==> src/rtl/approx_mult_err_monitor.sv <==
// approx_mult_err_monitor
// Streaming error-metric accumulator placed after an unsigned WxW approximate
// multiplier. Recomputes the exact product per sample and accumulates the sum,
// maximum and count of error distances over a run of N_SAMPLES samples.
// Optional feature macro: APPROX_ERR_BIAS_EN adds a signed, saturating err_bias
// output (sum of z_approx - exact).
//
// state   | meaning
// --------+-----------------------------------------------------------
// S_IDLE  | after reset, waiting for start
// S_RUN   | accepting samples until N_SAMPLES handshakes
// S_DRAIN | last sample accepted, pipeline still updating statistics
// S_DONE  | statistics final and stable until next start
module approx_mult_err_monitor #(
  parameter int W         = 8,
  parameter int N_SAMPLES = 65536,
  parameter int ACC_W     = 36,
  parameter int CNT_W     = 17
) (
  input  logic               clk,
  input  logic               rst_n,
  input  logic               start,
  input  logic               in_valid,
  output logic               in_ready,
  input  logic [W-1:0]       x,
  input  logic [W-1:0]       y,
  input  logic [2*W-1:0]     z_approx,
  output logic               busy,
  output logic               done,
  output logic [ACC_W-1:0]   sum_ed,
  output logic [2*W-1:0]     max_ed,
  output logic [CNT_W-1:0]   err_cnt,
  output logic [CNT_W-1:0]   smp_cnt
`ifdef APPROX_ERR_BIAS_EN
  ,
  output logic signed [ACC_W:0] err_bias
`endif
);

  localparam logic [CNT_W-1:0] N_CNT  = CNT_W'(N_SAMPLES);
  localparam logic [CNT_W-1:0] N_LAST = CNT_W'(N_SAMPLES - 1);

  typedef enum logic [1:0] {S_IDLE, S_RUN, S_DRAIN, S_DONE} state_t;

  state_t             state, state_nxt;
  logic               clear;
  logic               accept;
  logic               v1, v2;
  logic [2*W-1:0]     exact1, za1;
  logic [2*W-1:0]     ed2;
  logic [ACC_W:0]     sum_wide;

  assign accept   = in_valid & in_ready;
  // One spare bit catches the carry so the sum can clamp instead of wrapping.
  assign sum_wide = {1'b0, sum_ed} + (ACC_W+1)'(ed2);

  // State register.
  always_ff @(posedge clk or negedge rst_n) begin
    if (!rst_n) state <= S_IDLE;
    else        state <= state_nxt;
  end

  // Next-state decode and status outputs.
  always_comb begin
    state_nxt = state;
    in_ready  = 1'b0;
    busy      = 1'b0;
    done      = 1'b0;
    clear     = 1'b0;
    case (state)
      S_IDLE: begin
        if (start) begin
          clear     = 1'b1;
          state_nxt = S_RUN;
        end
      end
      S_RUN: begin
        busy     = 1'b1;
        in_ready = (smp_cnt < N_CNT);
        if (in_valid && in_ready && smp_cnt == N_LAST) state_nxt = S_DRAIN;
      end
      S_DRAIN: begin
        busy = 1'b1;
        // Once stage 1 is empty, the edge that retires stage 2 is the last update.
        if (!v1) state_nxt = S_DONE;
      end
      S_DONE: begin
        done = 1'b1;
        if (start) begin
          clear     = 1'b1;
          state_nxt = S_RUN;
        end
      end
      default: state_nxt = S_IDLE;
    endcase
  end

  // Stage 1 captures the exact product; stage 2 forms the error distance.
  always_ff @(posedge clk or negedge rst_n) begin
    if (!rst_n) begin
      v1     <= 1'b0;
      v2     <= 1'b0;
      exact1 <= '0;
      za1    <= '0;
      ed2    <= '0;
    end else begin
      v1 <= accept;
      v2 <= v1;
      if (accept) begin
        exact1 <= (2*W)'(x) * (2*W)'(y);
        za1    <= z_approx;
      end
      if (v1) ed2 <= (exact1 >= za1) ? (exact1 - za1) : (za1 - exact1);
    end
  end

  // Run statistics, cleared by an honoured start.
  always_ff @(posedge clk or negedge rst_n) begin
    if (!rst_n) begin
      sum_ed  <= '0;
      max_ed  <= '0;
      err_cnt <= '0;
      smp_cnt <= '0;
    end else if (clear) begin
      sum_ed  <= '0;
      max_ed  <= '0;
      err_cnt <= '0;
      smp_cnt <= '0;
    end else begin
      if (accept) smp_cnt <= smp_cnt + CNT_W'(1);
      if (v2) begin
        sum_ed <= sum_wide[ACC_W] ? '1 : sum_wide[ACC_W-1:0];
        if (ed2 > max_ed) max_ed <= ed2;
        if (ed2 != '0)    err_cnt <= err_cnt + CNT_W'(1);
      end
    end
  end

`ifdef APPROX_ERR_BIAS_EN
  logic signed [2*W:0]   diff2;
  logic signed [ACC_W+1:0] bias_wide;

  assign bias_wide = (ACC_W+2)'(err_bias) + (ACC_W+2)'(diff2);

  // Signed difference travels alongside ed2; the bias clamps at both extremes.
  always_ff @(posedge clk or negedge rst_n) begin
    if (!rst_n) begin
      diff2    <= '0;
      err_bias <= '0;
    end else begin
      if (v1) diff2 <= $signed({1'b0, za1}) - $signed({1'b0, exact1});
      if (clear) begin
        err_bias <= '0;
      end else if (v2) begin
        if (bias_wide[ACC_W+1] != bias_wide[ACC_W])
          err_bias <= bias_wide[ACC_W+1] ? {1'b1, {ACC_W{1'b0}}} : {1'b0, {ACC_W{1'b1}}};
        else
          err_bias <= bias_wide[ACC_W:0];
      end
    end
  end
`endif

endmodule

==> config.mk <==
export PLATFORM = sky130hd
export DESIGN_NAME = approx_mult_err_monitor
export DESIGN_NICKNAME = d
export VERILOG_FILES = /design/src/rtl/approx_mult_err_monitor.sv
export SDC_FILE = /design/constraint.sdc
export NUM_CORES = 1
export LEC_CHECK = 0
export CAP_MARGIN = 20
export CORE_UTILIZATION = 50
export DETAILED_ROUTE_END_ITERATION = 10
export GPL_TIMING_DRIVEN = 0
export PLACE_DENSITY = 0.79
export RECOVER_POWER = 25
export SLEW_MARGIN = 25
export SYNTH_ARGS = -nofsm -noshare
export SYNTH_HDL_FRONTEND = slang
export SYNTH_SLANG_ARGS = --single-unit
==> constraint.sdc <==
create_clock -name clk -period 4.4 [get_ports clk]
set_clock_uncertainty 0.05 [all_clocks]
set_input_delay 0.44 -clock clk [delete_from_list [all_inputs] [get_ports clk]]
set_output_delay 0.44 -clock clk [all_outputs]
set_load 0.05 [all_outputs]
; ---- Word-level counts from Yosys, hierarchy flattened
; Index checks and enable logic that the tools add are counted.
[totals]
elab_cells = 61
reg_bits = 138
latch_bits = 0
ram_bits = 0
mem_count = 0
mem_bits_ro = 0
in_bits = 36
[op_classes]
div = 0
reduce_logical = 13
magnitude_cmp = 3
addsub = 5
bitwise_logic = 1
mul = 1
muxes = 21
n_eq_ne = 7
shifts = 0
[ops]
columns = cell, count
row1 = 36-bit two-way mux, 3
row2 = 17-bit two-way mux, 5
row3 = 16-bit two-way mux, 4
row4 = 36-bit by 16-bit adder with 37-bit output, 1
row5 = "17-bit by 1-bit adder with 17-bit output, second input constant", 2
row6 = 16-bit subtractor, 2
row7 = "17-bit by 16-bit == test with 1-bit output, second input constant", 1
row8 = "17-bit less-than comparator, second input constant", 1
row9 = 16-bit greater-or-equal comparator, 1
row10 = 16-bit > comparator, 1
row11 = 8-bit by 8-bit multiplier with 16-bit output, 1
row12 = 16-bit nonzero test, 1
row13 = 2-bit nonzero test, 4
row14 = 2-bit two-way mux, 3
row15 = 2-bit one-hot mux with 3 select lines, 1
row16 = 1-bit two-way mux, 5
row17 = "2-bit == test, second input constant", 2
row18 = "2-bit inequality test, second input constant", 2
row19 = 2-bit AND reduction, 2
row20 = 2-bit OR reduction, 2
row21 = 3-bit AND reduction, 1
row22 = "2-bit by 1-bit == test with 1-bit output, second input constant", 1
row23 = 1-bit logical AND, 2
row24 = 2-bit logical NOT, 1
row25 = other kinds (2), 2

; ---- Depth between registers and ports, before layout
; Gate-level depths: netlist of run 1.
[logic_depth]
depth_word = 5
depth_mapped = 18

; ---- Worst setup path after synthesis of run 1
; OpenSTA, ideal clock, no wires.
[synth_timing]
kind = input to register
start = in y[4]
end = reg exact1[14]
arrival_time_ns = 4.387
setup_slack_ns = -0.171
required_time_ns = 4.217
n_path_buf = 0
setup_ns = 0.133
stages = 18
cell_sequence = and2_1 > fa_1 > inv_1 > fa_1 > inv_1 > fa_1 > inv_1 > fa_1 > inv_1 > ha_1 > or3_1 > a311o_1 > a31oi_1 > nor2b_1 > o21ai_0 > a21oi_1 > xnor2_1 > o21ai_0
[synth_via]
elab_chain_len = 1
[synth_rtl]
columns = element, line_no
row1 = start: declaration, 26  ; input logic [W-1:0] y,
row2 = 8-bit by 8-bit multiplier with 16-bit output, 110  ; exact1 <= (2*W)'(x) * (2*W)'(y);
row3 = end signal: assignment, 110
row4 = end: declaration, 49  ; logic [2*W-1:0] exact1, za1;
; Every way passes these cells.
; A chain may end at the register's enable or synchronous reset.

; ---- Worst setup path in the final report of run 1
[layout_timing]
start = in y[4]
end = reg exact1[12]
; Same word-level chain as after synthesis.

==> results.cfg, run 1 <==
[cells_and_area]
n_fill_cell = 1814
syn_to_final_growth_pct = 20.7
diodes = 0
fin_area_sq_um = 13100
fin_util_pct = 61.9
drive_above_1_share_pct = 8.16
layout.nets = 1552

[worst_hold_path]
hp-class = input pin to flop
hold_end = exact1[0]$_DFFE_PN0P_
min_path_cells = 3
min_from = x[0]

[worst_setup_path]
r2r_start = exact1[0]$_DFFE_PN0P_
reg2reg_depth = 11
crit_required_ns = 4.64
regToRegSetupSlack_ns = 1.39
crit_chain = buf_2 -> nand2_1 -> fa_1 -> fa_1 -> fa_1 -> fa_1 -> inv_1 -> ha_2 -> or3_1 -> a311o_1 -> a31oi_2 -> nor2b_1 -> o21ai_2 -> nand2b_1 -> xnor2_1 -> o21ai_1
path_delay_family = adder cells
endpoint_kind = flop
crit_buf_inv = 2
critPathKind = input pin to flop
worstPathMaxFanout = 8
crit_arrival_ns = 4.52
reg2reg_to = ed2[15]$_DFFE_PN0P_
max_stage_delay_ns = 0.59
path_common_cell = fa_1
critPathLaunchType = input pin
critPathSlowestCell = fa_1

[logic_synthesis]
ys.flop_type = dfrtp_1
synth_edf_count = 0
ys_warn_count = 0
yosysTopAreaCellShare_pct = 31.8
synth_top_cell_by_area = dfrtp_1
synth_nets = 1406
syn_area_per_cell_sq_um = 8.85
ys_types = 77
synth_cells = 1226
syn_area_sq_um = 10800
synth.ff_latch_count = 138
ys_async_sr_fraction_pct = 100
ys_top_cells_by_area = dfrtp_1 32%, ha_1 12%, fa_1 7.2%
seq_area_frac_synth_pct = 31.8

[place]
dp_hpwl_mm = 21.2
dpl_cell_area_sq_um = 12500
port_buffers = 124
place.gp.congestion = 0.950

[clock_tree]
clockRootBuffer = clkbuf_16
clock_latency_ns = 0.43
cts_tree = yes
cts_buffers = 17
cts.path.max_buffers = 2
htreeDepth = 4
cts.sinks = 138
cts.clk_slew.worst_paths_ns = 0.05

[outcome]
violations = max-capacitance violations, max-slew violations
status = finished, violations left

[power]
p_total_mw = 9.65
p_leak_nw = 5.96
p_int_mw = 4.99
seqPwrFrac_pct = 20.5
clkPwrFrac_pct = 15.2
switchingPower_mw = 4.66
vdd_drop_max_uv = 317
p_per_area_nw_per_um2 = 737
comb_power_share_pct = 64.3
switching_share_pct = 48.3

[floorplan]
core_area_sq_um = 21200
dieArea_sq_um = 22300
fp.dieW_microns = 149
die_y_microns = 149
ioPinCount = 125
initial_core_util_pct = 51.3
row_count = 53

[grt]
groute.usage.overall_pct = 25.0
grt_pass1_wl_mm = 44.0
grt_max_degree = 75
overflow = 0
grt_pass1_vias = 9177
antenna_found_initial = 0

[route]
drc = 0
drt-pass1-iter-count = 5
drt_iter0_drc = 557
viasPerCell = 5.67
routed_wl_mm = 27.2
vias = 9402
wl_per_cell_microns = 16.4
final_antenna_net_count = 0

[sta]
layout_min_cycle_time_ns = 4.28
tightest_slew_ns = 3.07
hold_viol_final = 0
slew_headroom_pct = -105
max_freq_mhz = 234
finalSetupViolCount = 0
slew_violations = 65
min_period_over_period_pct = 97.2

[job]
maxCapViolations = 1
==> worst max-delay path by stage <==
stage	endpoint	startpoint	cells past startpoint	slack, ns
6_report	exact1[12]$_DFFE_PN0P_	y[4]	16	0.12
5_1_grt	exact1[12]$_DFFE_PN0P_	y[4]	17	-0.02
4_1_cts	exact1[12]$_DFFE_PN0P_	y[3]	19	-0.003
3_5_place_dp	exact1[12]$_DFFE_PN0P_	y[2]	19	-0.98
3_3_place_gp	smp_cnt[10]$_DFFE_PN0P_	rst_n	1	-2.64
2_1_floorplan	exact1[14]$_DFFE_PN0P_	y[4]	16	0.007
==> kinds of logic (layout without fill, tap and decap cells) <==
logic type	after synthesis	count (layout)	synth area share, %
and+or+nand+nor	414	414	19.0
AOI/OAI and AO/OA	292	292	17.2
buffers and inverters	157	315	5.87
adders and majority gates	144	144	19.3
DFF	138	138	31.8
xor gates and xnor gates	65	65	5.25
muxes	16	16	1.52
==> power groups by stage <==
stage | sequential [mW] | clock, mW | combinational [mW]
6_report | 1.97 | 1.47 | 6.21
5_1_grt | 2.02 | 1.54 | 6.83
4_1_cts | 1.97 | 1.48 | 6.14
3_5_place_dp | 1.99 | 0 | 6.07
3_3_place_gp | 1.97 | 0 | 5.91
2_1_floorplan | 2.27 | 0 | 4.24
==> repair_timing <==
action	in CTS	in global routing
pin swaps	3	10
buffers inserted	1	0
hold buffers	1	0
gates resized for setup	43	52
hold endpoints to repair	64	0
setup endpoints to repair	7	6
==> area by class of cell <==
| class | instances | area [sq um] | area share (%) |
|---|---|---|---|
| inverters | 115 | 432 | 3.30 |
| flip-flops and latches | 138 | 3450 | 26.4 |
| clock buffers | 21 | 450 | 3.44 |
| well taps | 275 | 344 | 2.63 |
| multi-input cells | 931 | 6810 | 52.0 |
| repair buffers | 127 | 1250 | 9.57 |
| clock inverters | 10 | 141 | 1.08 |
| plain buffers | 42 | 205 | 1.57 |
==> worst reg2reg max path, cell delays in order (launching register included) <==
cell and delay [ns]:
dfrtp_1 0.35, inv_1 0.07, ha_1 0.23, fa_1 0.39, nand2b_1 0.17, a21oi_1 0.22, nor3_1 0.13, or2_1 0.28
a21oi_4 0.38, mux2i_1 0.28, xor2_1 0.23, a21oi_1 0.10
==> cell usage after synthesis, types with 38 or more instances <==
cell type and count:
a21oi_1 73, and2_1 50, dfrtp_1 138, fa_1 39
ha_1 105, inv_1 115, nand2_1 106, nand3_1 49
nor2_1 95, o21ai_0 106, xor2_1 38
==> registers in the layout, summed over array words and instances, names as in the netlist <==
name / cells
ed2: 16
err_cnt: 17
exact1: 16
max_ed: 16
smp_cnt: 17
state: 2
sum_ed: 36
v1: 1
v2: 1
za1: 16
==> stage by stage <==
step	hold slack (ns)	TNS (ns)	setup slack, ns	cells
final	0.339	0	0.121	1659
after floorplan	0.0944	0	0.00686	1226
after global routing	0.348	-0.0248	-0.0169	1659
after detailed placement	0.373	-5.55	-0.977	1626
after CTS	0.431	-0.00264	-0.00264	1659
after global placement	0.430	-367.64	-2.64	1625
==> per-layer routing <==
metal / vias up / wire (microns) / GRT usage [%]
li1: 4521 / - / -
met1: 4549 / 11200 / 30.0
met2: 284 / 14000 / 44.1
met3: 48 / 1390 / 4.50
met4: 0 / 661 / 9.59
met5: - / 0 / 0
==> cells in the final DEF, fill, tap and decap left out, types with 8 or more instances in the layout <==
cell type        netlist  final
a21o_1                18     18
o21ai_0              106    103
fa_1                  39     38
dfrtp_1              138    138
nand3_1               49     49
nor3_1                24     24
ha_1                 105    102
nor2_1                95     95
mux2i_1               15     15
a211oi_1               8      8
buf_2                  8     13
nor2b_1               12     12
and2_1                50     46
nand2b_1              10     10
and3_1                13     13
xor2_1                38     38
clkbuf_1              27     30
nand4_1               15     15
clkbuf_16              0     17
xnor2_1               27     27
clkdlybuf4s50_1        0    107
inv_1                115    113
o21a_1                 8      8
a31oi_1               26     25
a21oi_1               73     72
or3_1                 10     10
nand2_1              106    103
(Power assumes the default switching activity.)
==> inputs of run 2 (changes only) <==
CORE_MARGIN = 3   (was default)
PLACE_DENSITY = 0.82   (was 0.79)
clock period = 3.6 ns   (was 4.4 ns; I/O delays follow)
==> run 2 against run 1 <==
- the flow finishes with violations (max-capacitance violations, max-slew violations, negative setup slack)
- register-to-register slack worse by 0.79 ns
- global-route usage fell by 2.0 points
- sequential share of layout area down 0.48 points
- power up 27%
- routed wire length grew 1.8%
- first-iteration DRC count increased by 4.3%
==> results.cfg, run 2 (synthesis gave the netlist of run 1 again) <==
[power]
p_per_area_nw_per_um2 = 918
p_leak_nw = 6.05
p_total_mw = 12.2
vdd_drop_max_uv = 442

[grt]
groute.usage.overall_pct = 23.0
grt_pass1_vias = 9406
antenna_found_initial = 0
grt_max_degree = 76
grt_pass1_wl_mm = 45.2
overflow = 0

[worst_setup_path]
crit_required_ns = 3.85
critPathKind = input pin to flop
reg2reg_depth = 11
critPathLaunchType = input pin
crit_arrival_ns = 4.41
endpoint_kind = flop
worstPathMaxFanout = 6

[floorplan]
ioPinCount = 125
die_y_microns = 153
fp.dieW_microns = 153
row_count = 53
dieArea_sq_um = 23500
core_area_sq_um = 21200
initial_core_util_pct = 51.3

[sta]
tightest_slew_ns = 1.57
hold_viol_final = 0
fin_tns_setup_ns = -2.29
min_period_over_period_pct = 116
slew_violations = 65
layout_min_cycle_time_ns = 4.16
finalWorstSetupSlack_ns = -0.564
max_freq_mhz = 240
hold_ws_ns = 0.219
slew_headroom_pct = -4.47
rsz0062_at_grt = true
finalSetupViolCount = 8

[clock_tree]
htreeDepth = 4
cts.sinks = 138
clockRootBuffer = clkbuf_16
cts_buffers = 17
cts.path.max_buffers = 2
clock_latency_ns = 0.42
cts_tree = yes
cts.clk_slew.worst_paths_ns = 0.06

[cells_and_area]
largest_reg_flops = 36
layout.nets = 1560
drive_above_1_share_pct = 9.70
fin_cells = 1667
fin_area_sq_um = 13300
diodes = 0
final_cell_mix = 138 x dfrtp_1, 113 x inv_1, 107 x clkdlybuf4s50_1, 102 x nand2_1
final_common_cell = dfrtp_1
largest_register = sum_ed
top_regs = sum_ed: 36 flops, err_cnt: 17 flops, smp_cnt: 17 flops
syn_to_final_growth_pct = 22.9

[route]
drc = 0
viasPerCell = 5.70
final_antenna_net_count = 0
vias = 9504
wl_per_cell_microns = 16.6
routed_wl_mm = 27.7
drt_iter0_drc = 581
drt-pass1-iter-count = 7

[place]
place_inst = 1626
port_buffers = 124
place.gp.congestion = 0.960
dp_hpwl_mm = 21.2
dpl_cell_area_sq_um = 12500

[outcome]
status = finished, violations left
violations = max-capacitance violations, max-slew violations, negative setup slack

[worst_hold_path]
hp-class = input pin to flop
min_path_cells = 3

[job]
maxCapViolations = 1
==> run 2: worst paths after layout <==
path | start | endpoint | slack, ns
worst min register to register | exact1[15]$_DFFE_PN0P_ | exact1[15]$_DFFE_PN0P_ | 0.46
worst max register to register | exact1[0]$_DFFE_PN0P_ | ed2[15]$_DFFE_PN0P_ | 0.60
min in group asynchronous | rst_n | sum_ed[12]$_DFFE_PN0P_ | 0.83
max in group asynchronous | rst_n | err_cnt[8]$_DFFE_PN0P_ | 0.80
worst max-delay path | x[5] | exact1[14]$_DFFE_PN0P_ | -0.56
worst min-delay path | x[0] | exact1[0]$_DFFE_PN0P_ | 0.22
==> run 2: final cells by class <==
type	instances	area, sq um
plain buffers	42	205
clock buffers	19	453
clock inverters	12	234
fillers	1706	7820
inverters	115	432
multi-input cells	931	6890
flip-flops and latches	138	3450
well taps	275	344
repair buffers	135	1330
==> run 2: stage by stage <==
stage,utilization (%),worst slack (ns)
finish,63.0,-0.564
global route,63.0,-0.746
CTS,62.6,-0.461
detailed placement,59.1,-1.67
global placement,58.9,-3.32
floorplan,-,-0.692
==> run 2: per-layer routing <==
layer	up-vias	track usage, %	part of all wire, %
met5	-	0	0
met4	0	7.21	2.5
met3	50	3.88	5.8
met2	338	41.0	51
met1	4576	28.6	41
li1	4540	-	-
==> run 2: critical path, cell delays in order <==
cell     delay (ns)
buf_12         0.11
and2_4         0.15
fa_1           0.52
inv_1          0.05
fa_1           0.47
inv_1          0.05
fa_1           0.48
inv_1          0.05
fa_1           0.49
inv_2          0.05
ha_4           0.15
or3_1          0.31
a311o_1        0.29
a31oi_2        0.23
nor2b_1        0.08
o21ai_1        0.24
a21oi_1        0.12
xnor2_1        0.15
o21ai_1        0.08
==> run 2: timing repair <==
action | in CTS | in global routing
hold buffers | 1 | 0
gates resized for setup | 89 | 24
setup endpoints to repair | 10 | 8
buffers inserted | 4 | 5
pin swaps | 11 | 9
hold endpoints to repair | 63 | 0
==> run 2: power breakdown <==
group | total (mW) | internal [mW] | switching [mW]
registers | 2.42 | 1.98 | 0.433
logic | 7.77 | 3.11 | 4.66
clock network | 2.06 | 1.35 | 0.711
